**src/rtl/serial_adder_pkg.sv**
```systemverilog
// Shared types and constants for the bit-serial adder.
package serial_adder_pkg;

  localparam int WIDTH_DEFAULT = 8;

  typedef enum logic [1:0] {
    IDLE = 2'd0,
    RUN  = 2'd1,
    DONE = 2'd2
  } state_t;

endpackage

```
**src/rtl/full_adder.sv**
```systemverilog
// One-bit full-adder cell used by the serial adder datapath.
module full_adder (
  input  logic a,
  input  logic b,
  input  logic cin,
  output logic sum,
  output logic cout
);

  assign sum  = a ^ b ^ cin;
  assign cout = (a & b) | (a & cin) | (b & cin);

endmodule

```
**src/rtl/serial_adder.sv**
```systemverilog
// Bit-serial unsigned adder: one bit per clock, LSB first, through one full-adder cell.
module serial_adder
  import serial_adder_pkg::*;
#(
  parameter int WIDTH = WIDTH_DEFAULT
) (
  input  logic             clk,
  input  logic             rst,
  input  logic             in_valid,
  output logic             in_ready,
  input  logic [WIDTH-1:0] a,
  input  logic [WIDTH-1:0] b,
  input  logic             cin,
  output logic             out_valid,
  input  logic             out_ready,
  output logic [WIDTH-1:0] sum,
  output logic             cout
);

  localparam int CNT_W = $clog2(WIDTH);

  state_t             r_state;
  state_t             w_state_next;
  logic [WIDTH-1:0]   r_a;
  logic [WIDTH-1:0]   r_b;
  logic               r_carry;
  logic [CNT_W-1:0]   r_cnt;
  logic [WIDTH-1:0]   r_sum;
  logic               r_cout;
  logic               w_fa_sum;
  logic               w_fa_cout;
  logic               w_last;
  logic               w_accept;

  full_adder u_fa (
    .a    (r_a[0]),
    .b    (r_b[0]),
    .cin  (r_carry),
    .sum  (w_fa_sum),
    .cout (w_fa_cout)
  );

  assign w_last   = (r_cnt == CNT_W'(WIDTH - 1));
  assign w_accept = (r_state == IDLE) && in_valid;

  always_ff @(posedge clk or posedge rst) begin
    if (rst) r_state <= IDLE;
    else     r_state <= w_state_next;
  end

  // Handshake outputs decode from state only, so no input reaches them combinationally.
  always_comb begin
    w_state_next = r_state;
    in_ready     = 1'b0;
    out_valid    = 1'b0;
    case (r_state)
      IDLE: begin
        in_ready = 1'b1;
        if (in_valid) w_state_next = RUN;
      end
      RUN: begin
        if (w_last) w_state_next = DONE;
      end
      DONE: begin
        out_valid = 1'b1;
        if (out_ready) w_state_next = IDLE;
      end
      default: w_state_next = IDLE;
    endcase
  end

  // A doubles as the partial-sum register: each sum bit enters at the MSB as A shifts
  // right, so after WIDTH shifts bit i of the sum sits at position i.
  always_ff @(posedge clk) begin
    if (w_accept) begin
      r_a <= a;
      r_b <= b;
    end else if (r_state == RUN) begin
      r_a <= {w_fa_sum, r_a[WIDTH-1:1]};
      r_b <= {1'b0, r_b[WIDTH-1:1]};
    end
  end

  always_ff @(posedge clk or posedge rst) begin
    if (rst) begin
      r_carry <= 1'b0;
      r_cnt   <= '0;
      r_sum   <= '0;
      r_cout  <= 1'b0;
    end else if (w_accept) begin
      r_carry <= cin;
      r_cnt   <= '0;
    end else if (r_state == RUN) begin
      r_carry <= w_fa_cout;
      r_cnt   <= r_cnt + 1'b1;
      if (w_last) begin
        r_sum  <= {w_fa_sum, r_a[WIDTH-1:1]};
        r_cout <= w_fa_cout;
      end
    end
  end

  assign sum  = r_sum;
  assign cout = r_cout;

endmodule

```
**config.mk**
```make
export PLATFORM = sky130hd
export DESIGN_NAME = serial_adder
export DESIGN_NICKNAME = d
export VERILOG_FILES = /design/src/rtl/serial_adder_pkg.sv /design/src/rtl/full_adder.sv /design/src/rtl/serial_adder.sv
export SDC_FILE = /design/constraint.sdc
export NUM_CORES = 1
export LEC_CHECK = 0
export BUFFER_PORTS_ARGS = -buffer_cell sky130_fd_sc_hd__buf_2
export CAP_MARGIN = 15
export CORE_UTILIZATION = 25
export DETAILED_ROUTE_END_ITERATION = 8
export PLACE_DENSITY_LB_ADDON = 0.2
export SLEW_MARGIN = 40
export SYNTH_ARGS = -nofsm -noshare
export SYNTH_HDL_FRONTEND = slang
export SYNTH_HIERARCHICAL = 1
export SYNTH_SLANG_ARGS = --single-unit
```
**constraint.sdc**
```tcl
create_clock -name clk -period 1.63 [get_ports clk]
set_clock_uncertainty 0.15 [all_clocks]
set_input_delay 0.0815 -clock clk [delete_from_list [all_inputs] [get_ports clk]]
set_output_delay 0.0815 -clock clk [all_outputs]
set_load 0.05 [all_outputs]
```
==> impl_metrics.json, run 1 <==
{
  "die_h_um": 76.00,
  "cts_buffers": 5,
  "initial_core_util_pct": 26.30,
  "p_switching_w": 0.001407,
  "place.gp.congestion": 0.7373,
  "clk-insertion-delay-late_ns": 0.28,
  "start_kind": "flip-flop",
  "drive_gt1_share_pct": 45.10,
  "clk_pin_slew_ns": 0.07,
  "via_count": 911,
  "core-area_mm2": 0.005205,
  "use_met1_pct": 13.64,
  "area_growth_pct": 48.54,
  "cts_root_buffer": "clkbuf_8",
  "mostFrequentLayoutCell": "buf_2",
  "grt_pass1_vias": 940,
  "synthesis.area_mm2": 0.001369,
  "grt.total_usage_pct": 10.55,
  "drt_iter0_drc": 41,
  "power.total_w": 0.003958,
  "grt_pass1_wl_mm": 4.554,
  "peakVddDrop_mv": 0.6163,
  "multi_input_area_um2": 498.0,
  "met2_usage_pct": 15.27,
  "intPower_w": 0.002551,
  "synthesis.nets": 107,
  "final_cell_mix": "buf_2 (31), dlygate4sd3_1 (19), edfxtp_1 (16)",
  "timing.fmax_mhz": 628.6,
  "wl_mm": 2.760,
  "nets": 176,
  "p_sw_share_pct": 35.55,
  "dieArea_mm2": 0.005775,
  "antenna_found_initial": 0,
  "ys_seq_elements": 31,
  "critical_path.max_fanout": 2,
  "use_met3_pct": 3.832,
  "finalCritPeriodShare_pct": 97.60,
  "finalHoldViolations": 0,
  "setup_viol": 0,
  "power_frac_seq_pct": 38.3,
  "synth.distinct_cells": 24,
  "htree_levels": 2,
  "rrSetupSlack_ns": 0.04,
  "cts_tree": "yes",
  "utilization_pct": 39.06,
  "portBuffers": 31,
  "seq_area_frac_synth_pct": 62.52,
  "cp.required_ns": 1.52,
  "power.static_leakage_nw": 0.9183,
  "finalCriticalPeriod_ns": 1.591,
  "nFillCells": 537,
  "p_comb_share_pct": 43.2,
  "cap_violations": 0,
  "slew_headroom_pct": 61.08,
  "status": "completed",
  "syn_avg_cell_area_um2": 16.49,
  "final_max_slew_viol_count": 0,
  "wl_per_cell_um": 12.38,
  "cp-end-kind": "flip-flop",
  "drc": 0,
  "seq_area_um2": 857.1,
  "yosysWarnings": 6,
  "worstMarginPinSlew_ns": 0.5832,
  "drtAntennaViolNets": 0,
  "clockBufferDepth": 2,
  "clock-sinks": 31,
  "die_x_um": 76.00,
  "pin_count": 32,
  "via_per_inst": 4.085,
  "p_per_area_mw_per_mm2": 1947,
  "cp.arrival_ns": 1.48,
  "top_usage_layer": "met2",
  "synthCells": 83,
  "power_frac_clock_pct": 18.5,
  "hold_path_class": "in -> reg",
  "hpwl_mm": 1.802,
  "firstDrtPassIters": 4,
  "grt_max_degree": 16,
  "rows": 26,
  "antennaDiodeCount": 0,
  "criticalPathCategory": "reg -> reg",
  "grt.overflow.total": 0
}
routing by layer:
metal	part of all wire, %	routed length (um)	vias to the layer above
met2	47	1303	20
met4	1.8	51	0
li1	-	-	441
met3	4.0	110	7
met1	47	1296	443
met5	0	0	-
power by group through the flow:
stage	Sequential, W	Clock (W)	Combinational, W
floorplan	0.00189	0	0.000756
global placement	0.00153	0	0.00154
detailed placement	0.00153	0	0.00156
CTS	0.00152	0.000753	0.00166
global route	0.00157	0.000791	0.00185
finish	0.00152	0.000732	0.00171
layout make-up:
| class | instances | area share, % |
|---|---|---|
| inverter | 4 | 0.7385 |
| tap | 70 | 4.308 |
| clock buffer | 5 | 3.385 |
| clock inverter | 3 | 1.908 |
| sequential | 31 | 42.15 |
| multi-input combinational | 47 | 24.49 |
| timing repair buffer | 63 | 23.02 |
what timing repair did:
item	4_1_cts	5_1_grt
hold buffers	19	0
buffers inserted	2	2
cloned	0	1
gates resized for setup	1	2
endpoints found under the setup margin	14	12
hold endpoints to repair	33	0
pin swaps	0	1
through the flow:
stage          setup slack, ns  TNS [ns]  instances  instance area [um^2]  hold WS [ns]
2_1_floorplan          -0.2815    -3.553         83                  1379       -0.1671
3_3_place_gp          -0.02287  -0.04601        191                  1663       0.03937
3_5_place_dp          -0.01894  -0.04839        191                  1663       0.03512
4_1_cts                0.02373         0        220                  2006       0.05806
5_1_grt               -0.01073  -0.01073        223                  2033       0.08337
6_report               0.03908         0        223                  2033       0.06621
kinds of logic (layout without fill, tap and decap cells):
kind of cell	after synthesis	after routing	share of synthesized area [%]
muxes	25	25	23.22
adders and majority gates	3	3	3.290
AOI/OAI and AO/OA	6	6	2.925
buffers and inverters	6	75	2.742
and+or+nand+nor	12	13	5.303
DFF	31	31	62.52
worst paths after layout:
check,start,endpoint,cells after the start
setup / recovery,r_b[0]$_DFFE_PP_,r_a[7]$_DFFE_PP_,2
hold / removal,cin,r_carry$_DFFE_PP0P_,4
setup reg to reg,r_b[0]$_DFFE_PP_,r_a[7]$_DFFE_PP_,2
hold reg to reg,r_cnt[0]$_DFFE_PP0P_,r_cnt[0]$_DFFE_PP0P_,1
max in group asynchronous,rst,r_state[1]$_DFFE_PP0P_,3
min in group asynchronous,rst,sum[6]$_DFFE_PP0P_,3
sequential cells by signal, summed over array words and instances (netlist names):
signal   count
r_carry      1
r_cnt        3
r_a          8
r_b          8
r_state      2
sum          8
cout         1
synthesized netlist by cell type:
library cell,count,area (um^2)
and2_4,1,8.760
a21oi_1,2,10.01
mux2_4,10,150.1
fa_1,1,20.02
mux2_1,14,157.7
nor2_2,1,6.260
or2_1,1,6.260
inv_2,1,3.750
dfrtp_1,15,375.4
nor4bb_1,1,10.01
inv_1,3,11.26
nor2_1,3,11.26
nand2_2,1,6.260
mux2i_1,1,10.01
a22oi_1,1,7.510
a22o_1,2,17.52
edfxtp_1,16,480.5
nand2b_1,1,6.260
buf_6,2,22.52
and3_1,1,6.260
o21ai_1,1,5.000
and2b_1,1,7.510
nand2_1,1,3.750
ha_1,2,25.02
critical path, stage by stage, from the launching register on:
cell	delay [ns]
edfxtp_1	0.40
fa_1	0.52
mux2_4	0.28
Power figures use the tool's default switching activity.
==> inputs of run 2 (changes only) <==
Settings changed: CORE_UTILIZATION 25 to 44, TNS_END_PERCENT from default to 10.
==> impl_metrics.json, run 2 (synthesis results as in run 1) <==
{
  "pin_count": 32,
  "cp.required_ns": 1.56,
  "drive_gt1_share_pct": 44.67,
  "firstDrtPassIters": 5,
  "via_count": 898,
  "fin_area_mm2": 0.001952,
  "dpl-instance-area_mm2": 0.001599,
  "rows": 19,
  "htree_levels": 2,
  "violations": "design-rule violations",
  "die_h_um": 57.78,
  "cap_violations": 0,
  "via_per_inst": 4.961,
  "p_switching_w": 0.001364,
  "wl_mm": 2.500,
  "start_kind": "flip-flop",
  "power_frac_clock_pct": 16.4,
  "cts_buffers": 5,
  "grt_max_degree": 16,
  "dieArea_mm2": 0.003338,
  "clock-sinks": 31,
  "status": "complete, but fails checks",
  "timing.fmax_mhz": 617.6,
  "grt.total_usage_pct": 16.84,
  "finalHoldViolations": 0,
  "hold_path_class": "in -> async",
  "clockBufferDepth": 2,
  "intPower_w": 0.002441,
  "initial_core_util_pct": 47.98,
  "cts_root_buffer": "clkbuf_4",
  "p_comb_share_pct": 43.9,
  "slowest_delay_ns": 0.52,
  "slew_headroom_pct": 62.85,
  "nets": 173,
  "antenna_found_initial": 0,
  "hold_ws_ns": 0.1830,
  "grt_pass1_vias": 932,
  "place.gp.congestion": 0.7868,
  "worstMarginPinSlew_ns": 0.5566,
  "final_cell_mix": "buf_2 (30), dlygate4sd3_1 (20), edfxtp_1 (16)",
  "nFillCells": 214,
  "p_per_area_mw_per_mm2": 1950,
  "grt_pass1_wl_mm": 4.057,
  "cp_cell_sequence": "fa_1, mux2_4",
  "clk-insertion-delay-late_ns": 0.33,
  "grt.overflow.total": 0,
  "antennaDiodeCount": 0,
  "drtAntennaViolNets": 0,
  "portBuffers": 31,
  "criticalPathCategory": "reg -> reg",
  "rsz0062_at_grt": "true",
  "peakVddDrop_mv": 1.031,
  "mostFrequentLayoutCell": "buf_2",
  "finalCriticalPeriod_ns": 1.619,
  "power.static_leakage_nw": 0.9000,
  "cp.arrival_ns": 1.55,
  "p_sw_share_pct": 35.84,
  "drc": 4,
  "clk_pin_slew_ns": 0.10,
  "setup_viol": 0,
  "power_frac_seq_pct": 39.7,
  "core-area_mm2": 0.002853,
  "final_max_slew_viol_count": 0,
  "wl_per_cell_um": 13.81,
  "cp-end-kind": "flip-flop",
  "drt_iter0_drc": 20,
  "finalCritPeriodShare_pct": 99.34,
  "critical_path.max_fanout": 2,
  "slowest_stage": "fa_1",
  "area_growth_pct": 42.60,
  "cts_tree": "yes",
  "power.total_w": 0.003805,
  "die_x_um": 57.78
}
-- run 2: layout make-up --
cell class / count / area [um^2] / share of cell area [%]
Inverter: 4 / 15.01 / 0.7692
Tap cell: 31 / 38.79 / 1.987
Clock inverter: 2 / 35.03 / 1.795
Clock buffer: 6 / 51.30 / 2.628
Sequential cell: 31 / 858.3 / 43.97
Timing Repair Buffer: 61 / 461.7 / 23.65
Multi-Input combinational cell: 46 / 491.7 / 25.19
-- run 2: timing repair --
action / 4_1_cts / 5_1_grt
setup buffers: 0 / 3
setup endpoints to repair: 13 / 23
hold buffers: 20 / 0
gates resized for setup: 3 / 3
pin swaps: 0 / 1
endpoints found under the hold margin: 34 / 0
-- run 2: critical path, delay by kind of cell (launching register included) --
kind / cells / cell delay [ns]
adder cells (fa/ha/maj): 1 / 0.52
flip-flops: 1 / 0.41
multiplexers: 1 / 0.29
-- run 2: metal layers --
metal / vias up / wire length [um] / track usage, %
li1: 435 / - / -
met5: - / 0 / 0
met4: 0 / 46 / 6.122
met2: 22 / 1189 / 27.08
met3: 6 / 130 / 6.696
met1: 435 / 1133 / 20.72
-- run 2: power groups by stage --
| stage | Combinational, W | Clock (W) | Sequential [W] |
|---|---|---|---|
| floorplan | 0.000756 | 0 | 0.00189 |
| global placement | 0.00151 | 0 | 0.00152 |
| detailed placement | 0.00154 | 0 | 0.00153 |
| CTS | 0.00164 | 0.000650 | 0.00152 |
| global route | 0.00179 | 0.000680 | 0.00156 |
| finish | 0.00167 | 0.000625 | 0.00151 |
-- run 2: worst paths after layout --
| path | slack, ns | end | cells past startpoint | start |
|---|---|---|---|---|
| min reg2reg | 0.33 | r_cnt[0]$_DFFE_PP0P_ | 1 | r_cnt[0]$_DFFE_PP0P_ |
| min in group clk | 0.31 | r_state[1]$_DFFE_PP0P_ | 3 | out_ready |
| max in group asynchronous | 0.74 | r_state[1]$_DFFE_PP0P_ | 3 | rst |
| max | 0.01 | r_a[7]$_DFFE_PP_ | 2 | r_b[0]$_DFFE_PP_ |
| max reg2reg | 0.01 | r_a[7]$_DFFE_PP_ | 2 | r_b[0]$_DFFE_PP_ |
| min | 0.18 | sum[3]$_DFFE_PP0P_ | 3 | rst |
-- run 2: through the flow --
| stage | setup TNS, ns | util [%] | std cells | worst slack (ns) |
|---|---|---|---|---|
| 6_report | 0 | 68.42 | 181 | 0.01081 |
| 4_1_cts | -0.04373 | 66.49 | 178 | -0.01563 |
| 5_1_grt | -0.03087 | 68.42 | 181 | -0.03087 |
| 2_1_floorplan | -3.553 | - | 83 | -0.2815 |
| 3_5_place_dp | -0.05941 | 56.05 | 150 | -0.01616 |
| 3_3_place_gp | -0.0003212 | 56.05 | 150 | -0.0003212 |
